File: src/rtl/nebula_pkg.sv
// Shared types and constants for the nebula arbitration blocks.
package nebula_pkg;

  typedef enum logic {
    ARB_IDLE_S,
    ARB_LOCKED_S
  } arb_state_e;

  localparam int NEBULA_ARB_WEIGHT_W = 4;

endpackage : nebula_pkg

File: src/rtl/nebula_rr_pick.sv
// Rotating-priority picker: finds the first set request at or after ptr,
// wrapping from N-1 back to 0. Purely combinational.
module nebula_rr_pick
  import nebula_pkg::*;
#(
  parameter int N  = 5,
  parameter int IW = (N > 1) ? $clog2(N) : 1
) (
  input  logic [N-1:0]  req_i,
  input  logic [IW-1:0] ptr_i,
  output logic [N-1:0]  onehot_o,
  output logic [IW-1:0] idx_o,
  output logic          any_o
);

  // Scan N candidates starting at ptr; the wrap is explicit so a
  // non-power-of-2 N never lands on an unused index.
  always_comb begin
    int  cand;
    logic found;
    onehot_o = '0;
    idx_o    = '0;
    any_o    = |req_i;
    found    = 1'b0;
    cand     = (int'(ptr_i) < N) ? int'(ptr_i) : 0;
    for (int k = 0; k < N; k++) begin
      if (!found && req_i[cand]) begin
        found          = 1'b1;
        onehot_o[cand] = 1'b1;
        idx_o          = IW'(cand);
      end
      cand = (cand == N - 1) ? 0 : cand + 1;
    end
  end

endmodule : nebula_rr_pick

File: src/rtl/nebula_wrr_arbiter.sv
// Weighted round-robin arbiter with packet locking.
//
//   state        | meaning
//   -------------+---------------------------------------------------
//   ARB_IDLE_S   | free arbitration from ptr among all requesters
//   ARB_LOCKED_S | mid-packet; only the owner may be granted
module nebula_wrr_arbiter
  import nebula_pkg::*;
#(
  parameter int NUM_REQS     = 5,
  parameter int REQ_WIDTH    = (NUM_REQS > 1) ? $clog2(NUM_REQS) : 1,
  parameter int WEIGHT_WIDTH = NEBULA_ARB_WEIGHT_W,
  parameter bit LOCK_EN      = 1'b1
) (
  input  logic                             clk,
  input  logic                             rst,
  input  logic [NUM_REQS-1:0]              req,
  input  logic [NUM_REQS-1:0]              req_last,
  input  logic [NUM_REQS*WEIGHT_WIDTH-1:0] weight,
  input  logic                             grant_ready,
  output logic [NUM_REQS-1:0]              grant,
  output logic                             grant_valid,
  output logic [REQ_WIDTH-1:0]             grant_id,
  output logic                             locked
);

  arb_state_e               state_q, state_d;
  logic [REQ_WIDTH-1:0]     ptr_q, ptr_d;
  logic [WEIGHT_WIDTH-1:0]  served_q, served_d;
  logic [REQ_WIDTH-1:0]     owner_q, owner_d;

  logic [NUM_REQS-1:0]      pick_onehot;
  logic [REQ_WIDTH-1:0]     pick_idx;
  logic                     pick_any;

  nebula_rr_pick #(
    .N  (NUM_REQS),
    .IW (REQ_WIDTH)
  ) u_pick (
    .req_i    (req),
    .ptr_i    (ptr_q),
    .onehot_o (pick_onehot),
    .idx_o    (pick_idx),
    .any_o    (pick_any)
  );

  // Grant selection: the picker while arbitrating, the owner alone while
  // locked. Everything is forced to zero during reset.
  always_comb begin
    logic [NUM_REQS-1:0] lk_grant;
    lk_grant = '0;
    for (int i = 0; i < NUM_REQS; i++) begin
      lk_grant[i] = (owner_q == REQ_WIDTH'(i)) & req[i];
    end
    grant    = '0;
    grant_id = '0;
    if (!rst) begin
      if (state_q == ARB_LOCKED_S) begin
        grant    = lk_grant;
        grant_id = (|lk_grant) ? owner_q : '0;
      end else if (pick_any) begin
        grant    = pick_onehot;
        grant_id = pick_idx;
      end
    end
    grant_valid = |grant;
    locked      = (state_q == ARB_LOCKED_S) && !rst;
  end

  // Next-state: lock on a non-tail accept, update the weighted turn on
  // packet completion. Nothing moves without an accept.
  always_comb begin
    logic                    accept;
    logic                    is_tail;
    logic [WEIGHT_WIDTH-1:0] wt;
    logic [WEIGHT_WIDTH-1:0] wt_eff;
    logic [WEIGHT_WIDTH-1:0] s;
    state_d  = state_q;
    ptr_d    = ptr_q;
    served_d = served_q;
    owner_d  = owner_q;
    accept   = grant_valid & grant_ready;
    is_tail  = 1'b0;
    wt       = '0;
    for (int i = 0; i < NUM_REQS; i++) begin
      if (grant_id == REQ_WIDTH'(i)) begin
        wt      = weight[i*WEIGHT_WIDTH +: WEIGHT_WIDTH];
        is_tail = req_last[i];
      end
    end
    if (!LOCK_EN) is_tail = 1'b1;
    wt_eff = (wt == '0) ? WEIGHT_WIDTH'(1) : wt;
    // served saturates rather than wrapping back below the weight
    if (grant_id == ptr_q) begin
      s = (served_q == '1) ? served_q : served_q + 1'b1;
    end else begin
      s = WEIGHT_WIDTH'(1);
    end
    if (accept) begin
      if (!is_tail) begin
        state_d = ARB_LOCKED_S;
        owner_d = grant_id;
      end else begin
        state_d = ARB_IDLE_S;
        if (s >= wt_eff) begin
          ptr_d    = (grant_id == REQ_WIDTH'(NUM_REQS - 1)) ? '0 : grant_id + 1'b1;
          served_d = '0;
        end else begin
          ptr_d    = grant_id;
          served_d = s;
        end
      end
    end
  end

  // State registers with synchronous reset; reset also drops any lock.
  always_ff @(posedge clk) begin
    if (rst) begin
      state_q  <= ARB_IDLE_S;
      ptr_q    <= '0;
      served_q <= '0;
      owner_q  <= '0;
    end else begin
      state_q  <= state_d;
      ptr_q    <= ptr_d;
      served_q <= served_d;
      owner_q  <= owner_d;
    end
  end

endmodule : nebula_wrr_arbiter

File: config.mk
export PLATFORM = sky130hd
export DESIGN_NAME = nebula_wrr_arbiter
export DESIGN_NICKNAME = d
export VERILOG_FILES = /design/src/rtl/nebula_pkg.sv /design/src/rtl/nebula_rr_pick.sv /design/src/rtl/nebula_wrr_arbiter.sv
export SDC_FILE = /design/constraint.sdc
export NUM_CORES = 1
export LEC_CHECK = 0
export CORE_ASPECT_RATIO = 0.8
export CORE_UTILIZATION = 25
export DETAILED_ROUTE_END_ITERATION = 8
export REMOVE_ABC_BUFFERS = 1
export SYNTH_ARGS = -nofsm -noshare
export SYNTH_HDL_FRONTEND = slang
export SYNTH_SLANG_ARGS = --single-unit
File: constraint.sdc
create_clock -name clk -period 9.3 [get_ports clk]
set_input_delay 2.325 -clock clk [delete_from_list [all_inputs] [get_ports clk]]
set_output_delay 2.325 -clock clk [all_outputs]
set_load 0.05 [all_outputs]
**After elaboration in Yosys (flattened, before gate mapping)**

Cells that the tools add are included.

- Add/sub/neg operators: 6
- Magnitude comparators: 12
- Equality and inequality tests: 14
- Muxes and demuxes: 68
- Bitwise gates (word level): 11
- Reductions and logical operators: 23

Operator list:

| operator | count |
|---|---|
| greater-or-equal comparator 32 x 1 -> 1 bit, second input constant | 5 |
| < comparator 32 x 5 -> 1 bit, second input constant | 5 |
| adder 32 x 2 -> 32 bit, second input constant | 4 |
| == test 32 x 4 -> 1 bit, second input constant | 4 |
| 2-to-1 mux 32 bit | 4 |
| 2-to-1 mux 5 bit | 8 |
| 2-to-1 mux 3 bit | 12 |
| 2-to-1 mux 4 bit | 9 |
| 2-to-1 mux 1 bit | 25 |
| OR 5 bit | 4 |
| binary-select mux 1 bit (select 3 bit) | 5 |
| demux 1 bit (select 3 bit) | 5 |
| OR reduction 5 bit | 3 |
| == test 3 x 2 -> 1 bit, second input constant | 4 |
| logical AND 1 bit | 10 |
| bitwise AND 1 bit | 6 |
| == test 3 x 1 -> 1 bit, second input constant | 2 |
| == test 3 bit, second input constant | 2 |
| zero test 3 bit | 2 |
| zero test 1 bit | 5 |
| adder 4 x 1 -> 4 bit, second input constant | 1 |
| == test 4 bit, second input constant | 1 |
| greater-or-equal comparator 4 bit | 1 |
| zero test 4 bit | 1 |
| other kinds (5) | 6 |

- Register bits: 11
- Input port bits: 33
- Output and inout bits: 10
- Logic and storage cells: 138

**Logic depth before layout (Yosys ltp)**

- Depth in word-level cells: 31
- Mapped depth: 40
- Gate-level depth less buffers: 37

**Cells and area by module**

Synthesis repeated with hierarchy kept, for this count alone.

- Cells, all modules: 330
- Area, all modules: 2499.9 µm²

Modules (own cells, without submodules):

| module | instances | cells each | area each (µm²) | seq. area each (µm²) |
|---|---|---|---|---|
| nebula_wrr_arbiter | 1 | 160 | 1302.5 | 220.2 |
| nebula_rr_pick | 1 | 170 | 1197.4 | 0.0 |

**Worst setup path after synthesis**

No wires, ideal clock.

- Kind: reg2out
- Start point: register ptr_q[1]
- End point: output port grant[3]
- Arrival time: 5.136 ns
- Data required time: 6.975 ns
- Path slack: 1.839 ns
- Cell stages (with the launch flop): 22
- Path buffers: 3
- Path through: dfxtp_1 buf_4 nor2b_1 inv_1 ha_1 nand4bb_1 nand2_1 ha_1 nand2_1 a21o_1 buf_4 clkinv_1 ha_1 clkbuf_1 mux2i_1 nand2_1 a211oi_1 a211oi_2 o31a_2 a211oi_1 nand4_1 o21ai_0

- Longest elaborated chain between the ends: 21
- Elaborated cells on any way between the ends: 78
- Those cells by class: add/sub: 4; order compare: 11; eq/ne: 4; mux: 42; bitwise: 4; reduce/logical: 13

RTL lines:

| element | line | source |
|---|---|---|
| from (decl) | nebula_wrr_arbiter.sv:28 | `logic [REQ_WIDTH-1:0] ptr_q, ptr_d;` |
| from (signal assigned) | nebula_wrr_arbiter.sv:125 | `ptr_q <= ptr_d;` |
| < comparator 3 bit | nebula_rr_pick.sv:25 | `cand = (int'(ptr_i) < N) ? int'(ptr_i) : 0;` |
| 2-to-1 mux 3 bit (*) | nebula_rr_pick.sv:25 |  |
| branches (longest 15 deep; another with adder 32 x 2 -> 32 bit) | n/a |  |
| 2-to-1 mux 5 bit (*) | nebula_rr_pick.sv:27 | `if (!found && req_i[cand]) begin` |
| 2-to-1 mux 5 bit (*) | nebula_wrr_arbiter.sv:61 | `end else if (pick_any) begin` |
| 2-to-1 mux 5 bit (*) | nebula_wrr_arbiter.sv:58 | `if (state_q == ARB_LOCKED_S) begin` |
| 2-to-1 mux 5 bit (*) | nebula_wrr_arbiter.sv:57 | `if (!rst) begin` |
| to (decl) | nebula_wrr_arbiter.sv:21 | `output logic [NUM_REQS-1:0] grant,` |

Every way passes the cells marked *. The select of a mux whose other input is x is not followed.

**Worst setup path after layout**

- Start point: input port req[0]
- End point: output port grant_id[2]

- Longest elaborated chain between the ends: 19
- Elaborated cells on any way between the ends: 39
- Those cells by class: mux: 28; bitwise: 1; reduce/logical: 10

RTL lines:

| element | line | source |
|---|---|---|
| from (decl) | nebula_wrr_arbiter.sv:17 | `input logic [NUM_REQS-1:0] req,` |
| binary-select mux 1 bit (select 3 bit) | nebula_rr_pick.sv:27 |  |
| 2-to-1 mux 1 bit (implied by the code) (2 in series) | nebula_rr_pick.sv:27 |  |
| 2-to-1 mux 1 bit | nebula_rr_pick.sv:27 |  |
| zero test 1 bit | nebula_rr_pick.sv:27 |  |
| logical AND 1 bit | nebula_rr_pick.sv:27 |  |
| 2-to-1 mux 1 bit | nebula_rr_pick.sv:27 |  |
| zero test 1 bit | nebula_rr_pick.sv:27 |  |
| logical AND 1 bit | nebula_rr_pick.sv:27 |  |
| [2 not listed] | n/a |  |
| logical AND 1 bit | nebula_rr_pick.sv:27 |  |
| 2-to-1 mux 1 bit | nebula_rr_pick.sv:27 |  |
| zero test 1 bit | nebula_rr_pick.sv:27 |  |
| logical AND 1 bit | nebula_rr_pick.sv:27 |  |
| 2-to-1 mux 3 bit | nebula_rr_pick.sv:27 |  |
| 2-to-1 mux 3 bit | nebula_wrr_arbiter.sv:61 |  |
| 2-to-1 mux 3 bit (*) | nebula_wrr_arbiter.sv:58 |  |
| 2-to-1 mux 3 bit (*) | nebula_wrr_arbiter.sv:57 |  |
| to (decl) | nebula_wrr_arbiter.sv:23 | `output logic [REQ_WIDTH-1:0] grant_id,` |

Every way passes the cells marked *; elsewhere a longest branch is shown, timed or not. The select of a mux whose other input is x is not followed.

==> results.json <==
{
  "dieArea_sq_mm": 0.0114,
  "grt-ovfl-total": 0,
  "dpl_cell_area_sq_mm": 0.00330,
  "layout_commonest_cell": "clkdlybuf4s50_1",
  "cp_max_fo": 12,
  "avgSynthCellArea_sq_um": 7.33,
  "cts_root_buf": "clkbuf_16",
  "n_antenna_cell": 0,
  "numCtsBuffers": 3,
  "arrival_ps": 6120,
  "skew_ps": 1.20,
  "tns_ps": 0,
  "slew_headroom_pct": 34.4,
  "cp-start-kind": "input port",
  "post_cts_buffers": 0,
  "cts_tree": "yes",
  "wl_mm": 9.43,
  "drc_errors": 0,
  "post-place-cells": 544,
  "cap_violations": 0,
  "endpoint_kind": "output pin",
  "seq_area_frac_synth_pct": 8.01,
  "fin_util_pct": 32.2,
  "die_h_um": 95.8,
  "insertion_delay_ps": 240,
  "place_hpwl_mm": 7.50,
  "setup_violations": 0,
  "synth.area.top_cells": "dfxtp_1 8.0%, ha_1 7.7%, nor2_1 4.9%, mux2i_1 4.7%, nand2_1 4.4%",
  "ant_nets": 0,
  "cts_hold_buffers": 0,
  "synth_cell_types": 84,
  "post_drt_wl_per_cell_um": 17.2,
  "fp.coreArea_sq_mm": 0.0105,
  "cts_buffer_depth": 2,
  "holdCritPathClass": "reg -> reg",
  "ys_ff_latch": 11,
  "grt.total_usage_pct": 16.8,
  "crit_type": "in -> out",
  "ios": 43,
  "post-route-cell-area_sq_mm": 0.00338,
  "synthArstFlopShare_pct": 0,
  "layoutNonFillerInstCount": 548,
  "max_freq_ghz": 0.118,
  "synthFlopType": "dfxtp_1",
  "postCtsResizedCells": 0,
  "period_minus_slack_ps": 8440,
  "nFillCells": 1105,
  "start_util_pct": 26.2,
  "antenna_found_initial": 0,
  "status": "finished clean",
  "row_count": 33,
  "final_net_count": 459,
  "synth_warnings": 0,
  "hold_viol": 0,
  "drt-pass1-iter-count": 5,
  "rsz0062_at_grt": "no",
  "yosys.area.top_type": "dfxtp_1",
  "num_vias": 3142,
  "grt_pass1_vias": 2967,
  "htree_levels": 1,
  "die_w_um": 119,
  "slew_violations": 0,
  "grt_max_degree": 18,
  "synth_area_sq_mm": 0.00275,
  "tightest_slew_ps": 984,
  "drive_above_1_share_pct": 12.5,
  "final_cell_mix": "42 x clkdlybuf4s50_1, 36 x nor2_1, 32 x nand2_1",
  "fin_crit_sh_pct": 90.8,
  "synth_edf_count": 0,
  "critical_path_required_ps": 6980,
  "via_per_inst": 5.73,
  "clkTransAtPathRegs_ps": 40,
  "grt_pass1_wl_mm": 15.3,
  "routabilityCongestion": 0.935,
  "netlist_instances": 375,
  "syn2layout_area_growth_pct": 22.9,
  "cts_sinks": 11,
  "first_iter_violations": 383,
  "yosysTopAreaCellShare_pct": 8.01,
  "io_buffers": 42
}
-- synthesized netlist by cell type (all sizes together) (4+ instances only) --
cell and count:
nand2 33, clkbuf 10, ha 17, inv 17, o31ai 7, nor4 4
mux2 8, nand3 22, a211oi 9, nand2b 7, and2 4, o21ai 12
a22oi 9, a32oi 4, a311oi 10, mux2i 15, nor2 37, nor3 18
a21o 6, a21oi 14, buf 11, a31oi 7, dfxtp 11, nand4 4
and3 11, o31a 7, nor3b 4, nor2b 5
-- per-layer routing --
| metal | wire, um | global-route usage [%] | part of all wire [%] |
|---|---|---|---|
| met3 | 875 | 4.21 | 9.3 |
| met4 | 102 | 3.27 | 1.1 |
| met1 | 4430 | 23.9 | 47 |
| met5 | 0 | 0 | 0 |
| met2 | 4020 | 25.2 | 43 |
-- per-stage QoR --
stage | setup WS [ps] | hold WS [ps]
finish | 858 | 571
global route | 662 | 607
CTS | 913 | 574
detailed placement | 949 | 567
global placement | 1080 | 566
floorplan | 1810 | 527
-- worst max-delay path: stages --
cell	delay, ps
clkdlybuf4s50_1	630
o21ai_0	210
a22oi_1	120
a22o_1	340
a211oi_2	370
nand2_2	210
o31ai_1	550
o21ai_1	200
inv_1	290
clkdlybuf4s50_1	870
-- final cells by class --
| type | instances | area, sq um | share of cell area [%] |
|---|---|---|---|
| tap | 140 | 175 | 5.18 |
| timing repair buffer | 50 | 480 | 14.2 |
| inverter | 18 | 67.6 | 2.00 |
| sequential | 11 | 220 | 6.52 |
| clock buffer | 4 | 78.8 | 2.33 |
| multi-input combinational | 325 | 2360 | 69.8 |
-- state kept, by name, indices dropped and copies added, names as in the netlist --
register	count
ptr_q	3
state_q	1
owner_q	3
served_q	4
-- cells by family (layout without fill, tap and decap cells) --
| kind of cell | Yosys count | after routing | synth area share, % |
|---|---|---|---|
| DFF | 11 | 11 | 8.01 |
| and+or+nand+nor | 162 | 162 | 31.8 |
| buffers and inverters | 39 | 72 | 6.24 |
| muxes | 24 | 24 | 9.97 |
| xor gates and xnor gates | 3 | 3 | 0.956 |
| adders and majority gates | 17 | 17 | 7.74 |
| AOI/OAI and AO/OA | 119 | 119 | 35.3 |
-- path summary, 6_finish.rpt --
path | end | cells past startpoint | startpoint | slack, ps
worst max-delay path | grant_id[2] | 10 | req[0] | 860
worst min register to register | owner_q[0] | 2 | owner_q[0] | 570
worst min-delay path | owner_q[0] | 2 | owner_q[0] | 570
worst max register to register | served_q[1] | 36 | ptr_q[2] | 1450
Power is not shown: default switching activity piles up to over one toggle a cycle in this logic, so the estimate is an artifact.
